`config.mk`:
```
export PLATFORM = sky130hd
export DESIGN_NAME = uart_tx_link_ctrl
export DESIGN_NICKNAME = d
export VERILOG_FILES = /design/src/rtl/uart_tx_link_ctrl.sv
export SDC_FILE = /design/constraint.sdc
export NUM_CORES = 1
export LEC_CHECK = 0
export BUFFER_PORTS_ARGS = -buffer_cell sky130_fd_sc_hd__buf_2
export CAP_MARGIN = 20
export CORE_AREA = 5 5 53 55
export CTS_CLUSTER_DIAMETER = 150
export CTS_CLUSTER_SIZE = 40
export DETAILED_ROUTE_END_ITERATION = 16
export DIE_AREA = 0 0 58 60
export GPL_ROUTABILITY_DRIVEN = 0
export GPL_TIMING_DRIVEN = 0
export PLACE_DENSITY = 0.72
export SYNTH_ARGS = -nofsm -noshare
export SYNTH_HDL_FRONTEND = slang
export SYNTH_SLANG_ARGS = --single-unit
```
`constraint.sdc`:
```
create_clock -name Clk -period 1.9 [get_ports Clk]
set_input_delay 0.38 -clock Clk [delete_from_list [all_inputs] [get_ports Clk]]
set_output_delay 0.38 -clock Clk [all_outputs]
set_load 0.005 [all_outputs]
```
`src/rtl/uart_tx_link_ctrl.sv`:
```
// UART TX line-discipline controller: gates TX SM CTS, drives RTS and RS-485 DE.
// Optional `RXBLANK_EN adds RxEn, which blanks the receiver around DE for echo suppression.
module uart_tx_link_ctrl #(
    parameter int unsigned LEAD_BITS = 1,
    parameter int unsigned LAG_BITS  = 1,
    parameter int unsigned CNT_W     = 8
) (
    input  logic       Clk,
    input  logic       Rst,
    input  logic       CE_16x,
    input  logic [1:0] MD,
    input  logic       TF_EF,
    input  logic       TxIdle,
    input  logic       CTSi,
    output logic       TxCTS,
    output logic       RTSo,
    output logic       DE,
    output logic       Busy
`ifdef RXBLANK_EN
    ,
    output logic       RxEn
`endif
);

    typedef enum logic [2:0] {
        IDLE  = 3'd0,
        LEAD  = 3'd1,
        XMIT  = 3'd2,
        DRAIN = 3'd3,
        LAG   = 3'd4
    } state_t;

    localparam logic [CNT_W-1:0] LEAD_LOAD = (LEAD_BITS == 0) ? '0 : CNT_W'(LEAD_BITS * 16 - 1);
    localparam logic [CNT_W-1:0] LAG_LOAD  = (LAG_BITS  == 0) ? '0 : CNT_W'(LAG_BITS  * 16 - 1);

    state_t           state, state_d;
    logic [CNT_W-1:0] cnt, cnt_d;
    logic [1:0]       mdr;
    logic [1:0]       cts_sync;
    logic             txcts_d, rts_d, de_d, busy_d;

    always_comb begin
        state_d = state;
        cnt_d   = cnt;
        if ((state == LEAD || state == LAG) && CE_16x && cnt != '0)
            cnt_d = cnt - CNT_W'(1);
        case (state)
            IDLE: begin
                if (mdr[1] && !TF_EF) begin
                    if (LEAD_BITS == 0) begin
                        state_d = XMIT;
                    end else begin
                        state_d = LEAD;
                        cnt_d   = LEAD_LOAD;
                    end
                end
            end
            LEAD: begin
                if (CE_16x && cnt == '0)
                    state_d = XMIT;
            end
            XMIT: begin
                if (TF_EF)
                    state_d = DRAIN;
            end
            DRAIN: begin
                if (!TF_EF) begin
                    state_d = XMIT;
                end else if (TxIdle) begin
                    if (LAG_BITS == 0) begin
                        state_d = IDLE;
                    end else begin
                        state_d = LAG;
                        cnt_d   = LAG_LOAD;
                    end
                end
            end
            LAG: begin
                if (!TF_EF)
                    state_d = XMIT;
                else if (CE_16x && cnt == '0)
                    state_d = IDLE;
            end
            default: state_d = IDLE;
        endcase

        // Outputs are computed from the next state so the registered pins track the FSM exactly.
        de_d   = mdr[1] && (state_d != IDLE);
        busy_d = (state_d != IDLE);
        case (mdr)
            2'b00: begin
                txcts_d = 1'b1;
                rts_d   = 1'b0;
            end
            2'b01: begin
                txcts_d = cts_sync[1];
                rts_d   = !TF_EF || !TxIdle;
            end
            2'b10: begin
                txcts_d = (state_d == XMIT);
                rts_d   = 1'b0;
            end
            default: begin
                txcts_d = (state_d == XMIT);
                rts_d   = de_d;
            end
        endcase
    end

    always_ff @(posedge Clk or negedge Rst) begin
        if (!Rst) begin
            state    <= IDLE;
            cnt      <= '0;
            mdr      <= '0;
            cts_sync <= '0;
            TxCTS    <= 1'b0;
            RTSo     <= 1'b0;
            DE       <= 1'b0;
            Busy     <= 1'b0;
        end else begin
            state    <= state_d;
            cnt      <= cnt_d;
            cts_sync <= {cts_sync[0], CTSi};
            // Mode only reloads when staying in IDLE, so a frame never starts under a new mode.
            if (state == IDLE && state_d == IDLE)
                mdr <= MD;
            TxCTS    <= txcts_d;
            RTSo     <= rts_d;
            DE       <= de_d;
            Busy     <= busy_d;
        end
    end

`ifdef RXBLANK_EN
    logic [4:0] blank, blank_d;

    // Blank counter is held full while DE is (or is about to stop being) high, then runs down one bit time.
    always_comb begin
        blank_d = blank;
        if (!mdr[1])
            blank_d = '0;
        else if (de_d || DE)
            blank_d = 5'd16;
        else if (CE_16x && blank != '0)
            blank_d = blank - 5'd1;
    end

    always_ff @(posedge Clk or negedge Rst) begin
        if (!Rst) begin
            blank <= '0;
            RxEn  <= 1'b1;
        end else begin
            blank <= blank_d;
            RxEn  <= !de_d && (blank_d == '0);
        end
    end
`endif

endmodule
```
==> results.yml, run 1 <==
cells_and_area:
  fill_cells: 232
  nets: 120
  layout-drive-gt1-share_pct: 22.73
  final_common_cell: "dfrtp_1"
  area_growth_pct: 14.41
  antennaDiodeCount: 0
  final_util_pct: 47.92
  final_cell_mix: "dfrtp_1, buf_2, nand2_1, inv_1, nand3_1"
sta:
  hold-worst-slack_ps: 6.596
  post-route-min-period_ps: 1742
  fin_skew_ps: 3.348
  fin_ws_ps: 158.4
  fmax_ghz: 0.5742
  tns_ps: 0
  finalSetupViolCount: 0
  rsz0062_at_grt: "no"
  relSlewSlack_pct: 69.78
  worst_pin_slew_ps: 447.0
  min_period_over_period_pct: 91.66
  slew_viol_final: 0
  hold_viol_final: 0
global_route:
  grt_max_degree: 20
  grt_util_all_layers_pct: 12.41
  grt_pass1_vias: 742
  grt_overflow: 0
  antenna_found_initial: 0
  grt_first_pass_wirelength_um: 3325
route:
  drc: 0
  wire_per_inst_um: 14.35
  wl_met3_um: 51
  routed-via-count: 758
  firstDrtPassIters: 4
  drt_iter0_drc: 33
  wirelength_um: 2009
  viasPerCell: 5.414
  met1_length_um: 899
  final_antenna_net_count: 0
  top_layer_used: "met4"
  dr_wl_met2_um: 1042
setup_path:
  path_cells: "inv_1 -> ha_1 -> or3b_4 -> o2111ai_4 -> xor2_1 -> nand2_1"
  crit_family: "simple AND/OR/NAND/NOR gates"
  cpMaxStageDelayCell: "or3b_4"
  startpoint_type: "flop"
  cp_data_arrival_time_ps: 1920
  crit_required_ps: 2080
  path_buf_inv: 1
  critical_path.max_stage_delay_ps: 420
  crit_type: "flop to flop"
  path_max_fanout: 5
  end_kind: "flop"
synthesis:
  syn-instance-count: 95
  yosys-top-cells-area: "dfrtp_1, nor3b_1, nand2_1"
  yosys.area.top_type: "dfrtp_1"
  synth_top_family_by_area: "simple AND/OR/NAND/NOR gates"
  synth_nets: 104
  synth.mux.area_fraction_pct: 2.168
  ys_ff_latch: 19
  async_flop_share_pct: 100.0
  yosys_most_used_dff: "dfrtp_1"
  ys_seq_area_share_pct: 48.47
  synth_xor_area_share_pct: 3.444
  synth_simple_gate_area_share_pct: 21.68
  ys_types: 41
  synth_compound_area_share_pct: 18.62
  yosys_warnings: 0
  synth_fa_ha_area_share_pct: 1.276
  synth_area_um2: 980.9
  synth_top_area_share_pct: 48.47
  synth-edff-count: 0
  synth.avg_cell_area_um2: 10.33
floorplanning:
  dieWidth_um: 58
  std_cell_rows: 18
  die_h_um: 60
  core_area_mm2: 0.002342
  floorplan.initialDensity_pct: 41.88
  die_area_mm2: 0.003480
  ioPinCount: 12
power:
  vdd_drop_max_mv: 0.7960
  p_leak_nw: 0.4713
  finalPower_mw: 1.396
  powerDensity_mw_per_mm2: 1243
clock_tree:
  path_clk_slew_ps: 110
  cts.sinks: 19
  cts_buffer_depth: 2
  htree_num_levels: 1
  cts_tree: "done"
  clkLatencyLatePin_ps: 290
  cts_root_buf: "clkbuf_4"
  cts_buffers: 3
  hold_buffers: 0
run_status:
  status: "completed"
worst_hold_path:
  hold_path_class: "input pin to asynchronous set/reset pin"
placed_design:
  dp_hpwl_um: 1403
  place.port_buffers: 10
  dp_slack_ps: 29.85
job:
  cap_violations: 0
[repair_timing]
action                     CTS  global route
resized for setup            0             4
setup endpoints to repair    0             9
setup buffers                0             1
[flip-flops by register name, summed over array words and instances, names as in the netlist]
signal	count
Busy	1
DE	1
RTSo	1
TxCTS	1
cnt	8
cts_sync	2
mdr	2
state	3
[cells in the mapped netlist (2+ instances only)]
cell / instances
a21oi_1: 2
a31oi_1: 3
clkbuf_1: 4
dfrtp_1: 19
inv_1: 6
nand2_1: 8
nand3_1: 5
nand3b_1: 2
nand4_1: 2
nor2_1: 2
nor3_1: 3
nor3b_1: 5
nor4_1: 2
o21ai_0: 4
o21ai_1: 2
[cell type report]
type	count	area [um^2]	area share, %
plain buffers	5	20.02	1.784
clock buffers	3	22.52	2.007
clock inverters	1	5.005	0.4459
inverters	6	22.52	2.007
multi-input cells	65	481.7	42.92
flip-flops and latches	19	475.5	42.36
well taps	30	37.54	3.344
repair buffers	11	57.56	5.128
[stage by stage]
step | cell area [um^2] | instances
3_3_place_gp | 1069 | 135
2_1_floorplan | 980.9 | 95
3_5_place_dp | 1069 | 135
4_1_cts | 1096 | 139
6_report | 1122 | 140
5_1_grt | 1122 | 140
[path summary, 6_finish.rpt]
check / from / endpoint / slack (ps) / cells past startpoint
worst min-delay path: Rst / cts_sync[1]$_DFF_PN0_ / 7 / 1
worst max register to register: cnt[0]$_DFF_PN0_ / cnt[3]$_DFF_PN0_ / 160 / 6
max in group asynchronous: Rst / cnt[5]$_DFF_PN0_ / 1600 / 1
worst min register to register: cts_sync[0]$_DFF_PN0_ / cts_sync[1]$_DFF_PN0_ / 380 / 0
min in group Clk: CTSi / cts_sync[0]$_DFF_PN0_ / 190 / 1
worst max-delay path: cnt[0]$_DFF_PN0_ / cnt[3]$_DFF_PN0_ / 160 / 6
[cell families (layout without fill, tap and decap cells)]
| kind of cell | Yosys count | in the layout |
|---|---|---|
| AO/OA/AOI/OAI | 23 | 23 |
| buffers and inverters | 11 | 26 |
| AND/OR/NAND/NOR | 36 | 36 |
| multiplexers | 2 | 2 |
| adder cells (fa/ha/maj) | 1 | 1 |
| XOR/XNOR | 3 | 3 |
| flip-flops | 19 | 19 |
[layer usage]
layer / vias up / GRT usage, %
met5: - / 0
met4: 0 / 5.960
met3: 2 / 2.160
met2: 8 / 19.03
met1: 365 / 16.96
li1: 383 / -
[power breakdown]
| group | total [mW] | switching, mW | internal (mW) |
|---|---|---|---|
| Clock | 0.204 | 0.126 | 0.0783 |
| Combinational | 0.589 | 0.345 | 0.244 |
| Sequential | 0.603 | 0.0719 | 0.531 |
| Total | 1.40 | 0.543 | 0.853 |
Power figures use the tool's default switching activity.
==> inputs of run 2 (changes only) <==
Settings changed: RECOVER_POWER set to 100.
Clock period 1.9 ns to 1.8 ns, I/O delays scaled along.
==> results.yml, run 2 (synthesis gave the netlist of run 1 again) <==
global_route:
  antenna_found_initial: 0
  grt_overflow: 0
  grt_pass1_vias: 742
  grt_util_all_layers_pct: 12.96
  grt_first_pass_wirelength_um: 3408
  grt_max_degree: 20
floorplanning:
  dieWidth_um: 58
  die_h_um: 60
  std_cell_rows: 18
  floorplan.initialDensity_pct: 41.88
  ioPinCount: 12
  die_area_mm2: 0.003480
  core_area_mm2: 0.002342
cells_and_area:
  regMostFlops: "cnt"
  regArea_um2: 475.5
  reg_top3: "cnt x8, state x3"
  final_common_cell: "dfrtp_1"
  largest_reg_flops: 8
  area_growth_pct: 19.64
  multi_input_area_um2: 519.2
  final_cell_mix: "dfrtp_1, nand2_1, buf_2, clkbuf_1"
  antennaDiodeCount: 0
  layout-drive-gt1-share_pct: 25.00
  final_util_pct: 50.11
  finalNonFillerCells: 142
  nets: 122
  fill_cells: 227
clock_tree:
  cts_tree: "done"
  path_clk_slew_ps: 110
  cts_root_buf: "clkbuf_4"
  htree_num_levels: 1
  cts_buffers: 3
  clkLatencyLatePin_ps: 290
  cts_buffer_depth: 2
  cts.sinks: 19
sta:
  finalSetupViolCount: 0
  worst_pin_slew_ps: 1044
  hold_viol_final: 0
  fin_skew_ps: 2.924
  relSlewSlack_pct: 30.40
  fmax_ghz: 0.5823
  min_period_over_period_pct: 95.40
  slew_viol_final: 0
  tns_ps: 0
  post-route-min-period_ps: 1717
route:
  routed-via-count: 760
  final_antenna_net_count: 0
  drc: 0
  drt_iter0_drc: 19
  firstDrtPassIters: 4
  wire_per_inst_um: 14.25
  wirelength_um: 2023
  viasPerCell: 5.352
run_status:
  status: "completed"
power:
  finalPower_mw: 1.532
  powerDensity_mw_per_mm2: 1306
  vdd_drop_max_mv: 0.8392
  p_leak_nw: 0.4905
setup_path:
  cp_data_arrival_time_ps: 1880
  crit_type: "flop to flop"
  crit_required_ps: 1970
  end_kind: "flop"
  startpoint_type: "flop"
  path_max_fanout: 5
placed_design:
  place_inst: 135
  place.port_buffers: 10
  dp_hpwl_um: 1403
job:
  cap_violations: 0
worst_hold_path:
  hold_path_class: "input pin to flop"
[run 2: layout make-up]
cell class | count | area share [%]
well taps | 30 | 3.198
plain buffers | 5 | 1.706
inverters | 6 | 1.919
clock buffers | 3 | 1.919
multi-input cells | 65 | 44.24
repair buffers | 13 | 6.077
clock inverters | 1 | 0.4264
flip-flops and latches | 19 | 40.51
[run 2: worst max-delay path: stages (launching register included)]
cell	delay [ps]
dfrtp_1	410
inv_2	90
ha_2	190
or3b_4	420
o211ai_4	280
or3_1	140
nand3_1	70
[run 2: layer usage]
metal	global-route usage, %	up-vias	wire length [um]
met1	17.23	362	926
met5	0	-	0
met2	20.65	10	1023
met3	2.160	2	58
li1	-	386	-
met4	5.960	0	14
[run 2: final timing paths]
kind                                    endpoint  slack (ps)                  start  depth (start not counted)
min reg2reg                cts_sync[1]$_DFF_PN0_         380  cts_sync[0]$_DFF_PN0_                          0
max reg2reg                     cnt[2]$_DFF_PN0_          80       cnt[0]$_DFF_PN0_                          6
min in group asynchronous       cnt[1]$_DFF_PN0_         760                    Rst                          2
max in group asynchronous           DE$_DFF_PN0_         420                    Rst                          2
max                             cnt[2]$_DFF_PN0_          80       cnt[0]$_DFF_PN0_                          6
min                        cts_sync[0]$_DFF_PN0_         170                   CTSi                          1
[run 2: report_power, final]
| group | internal [mW] | leakage, nW | switching [mW] |
|---|---|---|---|
| logic | 0.288 | 0.247 | 0.385 |
| registers | 0.561 | 0.226 | 0.0837 |
| clock network | 0.0826 | 0.0177 | 0.133 |
| total | 0.931 | 0.491 | 0.601 |
[run 2: metrics by stage]
stage / setup WS [ps] / area, um^2 / hold slack, ps
after floorplan: 124.6 / 980.9 / 64.41
after global placement: 1.245 / 1069 / 316.5
after detailed placement: -70.15 / 1069 / 325.9
after CTS: 12.88 / 1116 / 164.8
after global routing: -6.093 / 1174 / 151.9
final: 82.79 / 1174 / 173.4
[run 2: repair_timing]
item,CTS,global route
pin swaps,1,3
hold buffers,1,0
buffers inserted,0,2
setup endpoints to repair,5,13
resized for setup,2,10
hold endpoints to repair,19,0
==> inputs of run 3 (changes only) <==
Settings changed: RECOVER_POWER 100 to unset.
==> results.yml, run 3 (synthesis gave the netlist of run 1 again) <==
run_status:
  status: "completed"
global_route:
  grt_first_pass_wirelength_um: 3408
  antenna_found_initial: 0
  grt_overflow: 0
  grt_util_all_layers_pct: 12.96
  grt_max_degree: 20
  grt_pass1_vias: 742
floorplanning:
  die_area_mm2: 0.003480
  dieWidth_um: 58
  floorplan.initialDensity_pct: 41.88
  core_area_mm2: 0.002342
  std_cell_rows: 18
  die_h_um: 60
  ioPinCount: 12
clock_tree:
  cts_root_buf: "clkbuf_4"
  cts_buffers: 3
  path_clk_slew_ps: 110
  cts_tree: "done"
  clkLatencyLatePin_ps: 290
  cts_buffer_depth: 2
  cts.sinks: 19
  htree_num_levels: 1
setup_path:
  crit_type: "flop to flop"
  crit_required_ps: 1970
  end_kind: "flop"
  path_max_fanout: 5
  cp_data_arrival_time_ps: 1880
  startpoint_type: "flop"
route:
  firstDrtPassIters: 4
  final_antenna_net_count: 0
  routed-via-count: 760
  wirelength_um: 2021
  wire_per_inst_um: 14.23
  drc: 0
  viasPerCell: 5.352
  drt_iter0_drc: 19
sta:
  fin_skew_ps: 2.940
  relSlewSlack_pct: 66.96
  post-route-min-period_ps: 1717
  worst_pin_slew_ps: 495.6
  slew_viol_final: 0
  finalSetupViolCount: 0
  min_period_over_period_pct: 95.40
  tns_ps: 0
  hold_viol_final: 0
  fmax_ghz: 0.5823
power:
  comb_power_share_pct: 44.1
  pwr-share-clk_pct: 14.0
  seqPwrFrac_pct: 41.9
  vdd_drop_max_mv: 0.8398
  switchingPower_mw: 0.6002
  p_leak_nw: 0.4976
  powerDensity_mw_per_mm2: 1305
  p_sw_share_pct: 39.06
  internal_power_mw: 0.9365
cells_and_area:
  finalNonFillerCells: 142
  nets: 122
  final_cell_mix: "dfrtp_1, buf_2, nand2_1, inv_1, nand3_1"
  reg_top3: "cnt x8, state x3"
  area_growth_pct: 20.03
  antennaDiodeCount: 0
  regMostFlops: "cnt"
  layout-drive-gt1-share_pct: 27.68
  largest_reg_flops: 8
  final_common_cell: "dfrtp_1"
placed_design:
  place_inst: 135
  place.port_buffers: 10
  dp_hpwl_um: 1403
job:
  cap_violations: 0
worst_hold_path:
  hold_path_class: "input pin to flop"
run 3: changes by cell type in the layout (fill, tap and decap cells not counted):
| cell | delta |
|---|---|
| buf_2 | +3 |
| clkbuf_1 | -3 |
run 3: critical path, cell delays in order, from the launching register on:
cell and delay, ps:
dfrtp_1 410, inv_2 90, ha_2 190, or3b_4 420, o211ai_4 280, or3_1 140
nand3_1 70
run 3: worst paths after layout:
check,depth (start not counted),slack [ps],end,startpoint
worst max-delay path,6,80,cnt[2]$_DFF_PN0_,cnt[0]$_DFF_PN0_
worst min-delay path,1,170,cts_sync[0]$_DFF_PN0_,CTSi
worst max register to register,6,80,cnt[2]$_DFF_PN0_,cnt[0]$_DFF_PN0_
worst min register to register,0,380,cts_sync[1]$_DFF_PN0_,cts_sync[0]$_DFF_PN0_
max in group asynchronous,2,980,DE$_DFF_PN0_,Rst
min in group asynchronous,2,530,cnt[1]$_DFF_PN0_,Rst
run 3: stage by stage:
step	power [mW]	area, um^2	utilization, %	setup slack [ps]	hold WS (ps)
floorplan	1.084	980.9	-	124.6	64.41
CTS	1.468	1116	47.65	12.88	164.8
detailed placement	1.244	1069	45.62	-70.15	325.9
global route	1.675	1177	50.27	-6.093	151.9
global placement	1.218	1069	45.62	1.245	316.5
finish	1.537	1177	50.27	82.79	173.5
run 3: routing by layer:
metal | share of wire, % | global-route usage, % | up-vias
met5 | 0 | 0 | -
met4 | 0.69 | 5.960 | 0
met3 | 2.9 | 2.160 | 2
met2 | 51 | 20.65 | 10
met1 | 46 | 17.23 | 362
li1 | - | - | 386
run 3: power groups by stage:
| stage | Clock (mW) | Combinational (mW) | Sequential (mW) |
|---|---|---|---|
| finish | 0.215 | 0.678 | 0.643 |
| global route | 0.247 | 0.770 | 0.659 |
| CTS | 0.222 | 0.612 | 0.633 |
| detailed placement | 0 | 0.602 | 0.641 |
| global placement | 0 | 0.583 | 0.635 |
| floorplan | 0 | 0.451 | 0.633 |
run 3: layout make-up:
class	instances	area [um^2]
buffer	5	20.02
clock inverter	1	5.005
multi-input combinational	65	519.2
clock buffer	3	22.52
inverter	6	22.52
sequential	19	475.5
tap	30	37.54
fill	227	1165
timing repair buffer	13	75.07
run 3: repair_timing:
| action | CTS | global route |
|---|---|---|
| resized for setup | 2 | 10 |
| hold buffers | 1 | 0 |
| buffers inserted | 0 | 2 |
| hold endpoints to repair | 19 | 0 |
| endpoints found under the setup margin | 5 | 13 |
| pin swaps | 1 | 3 |
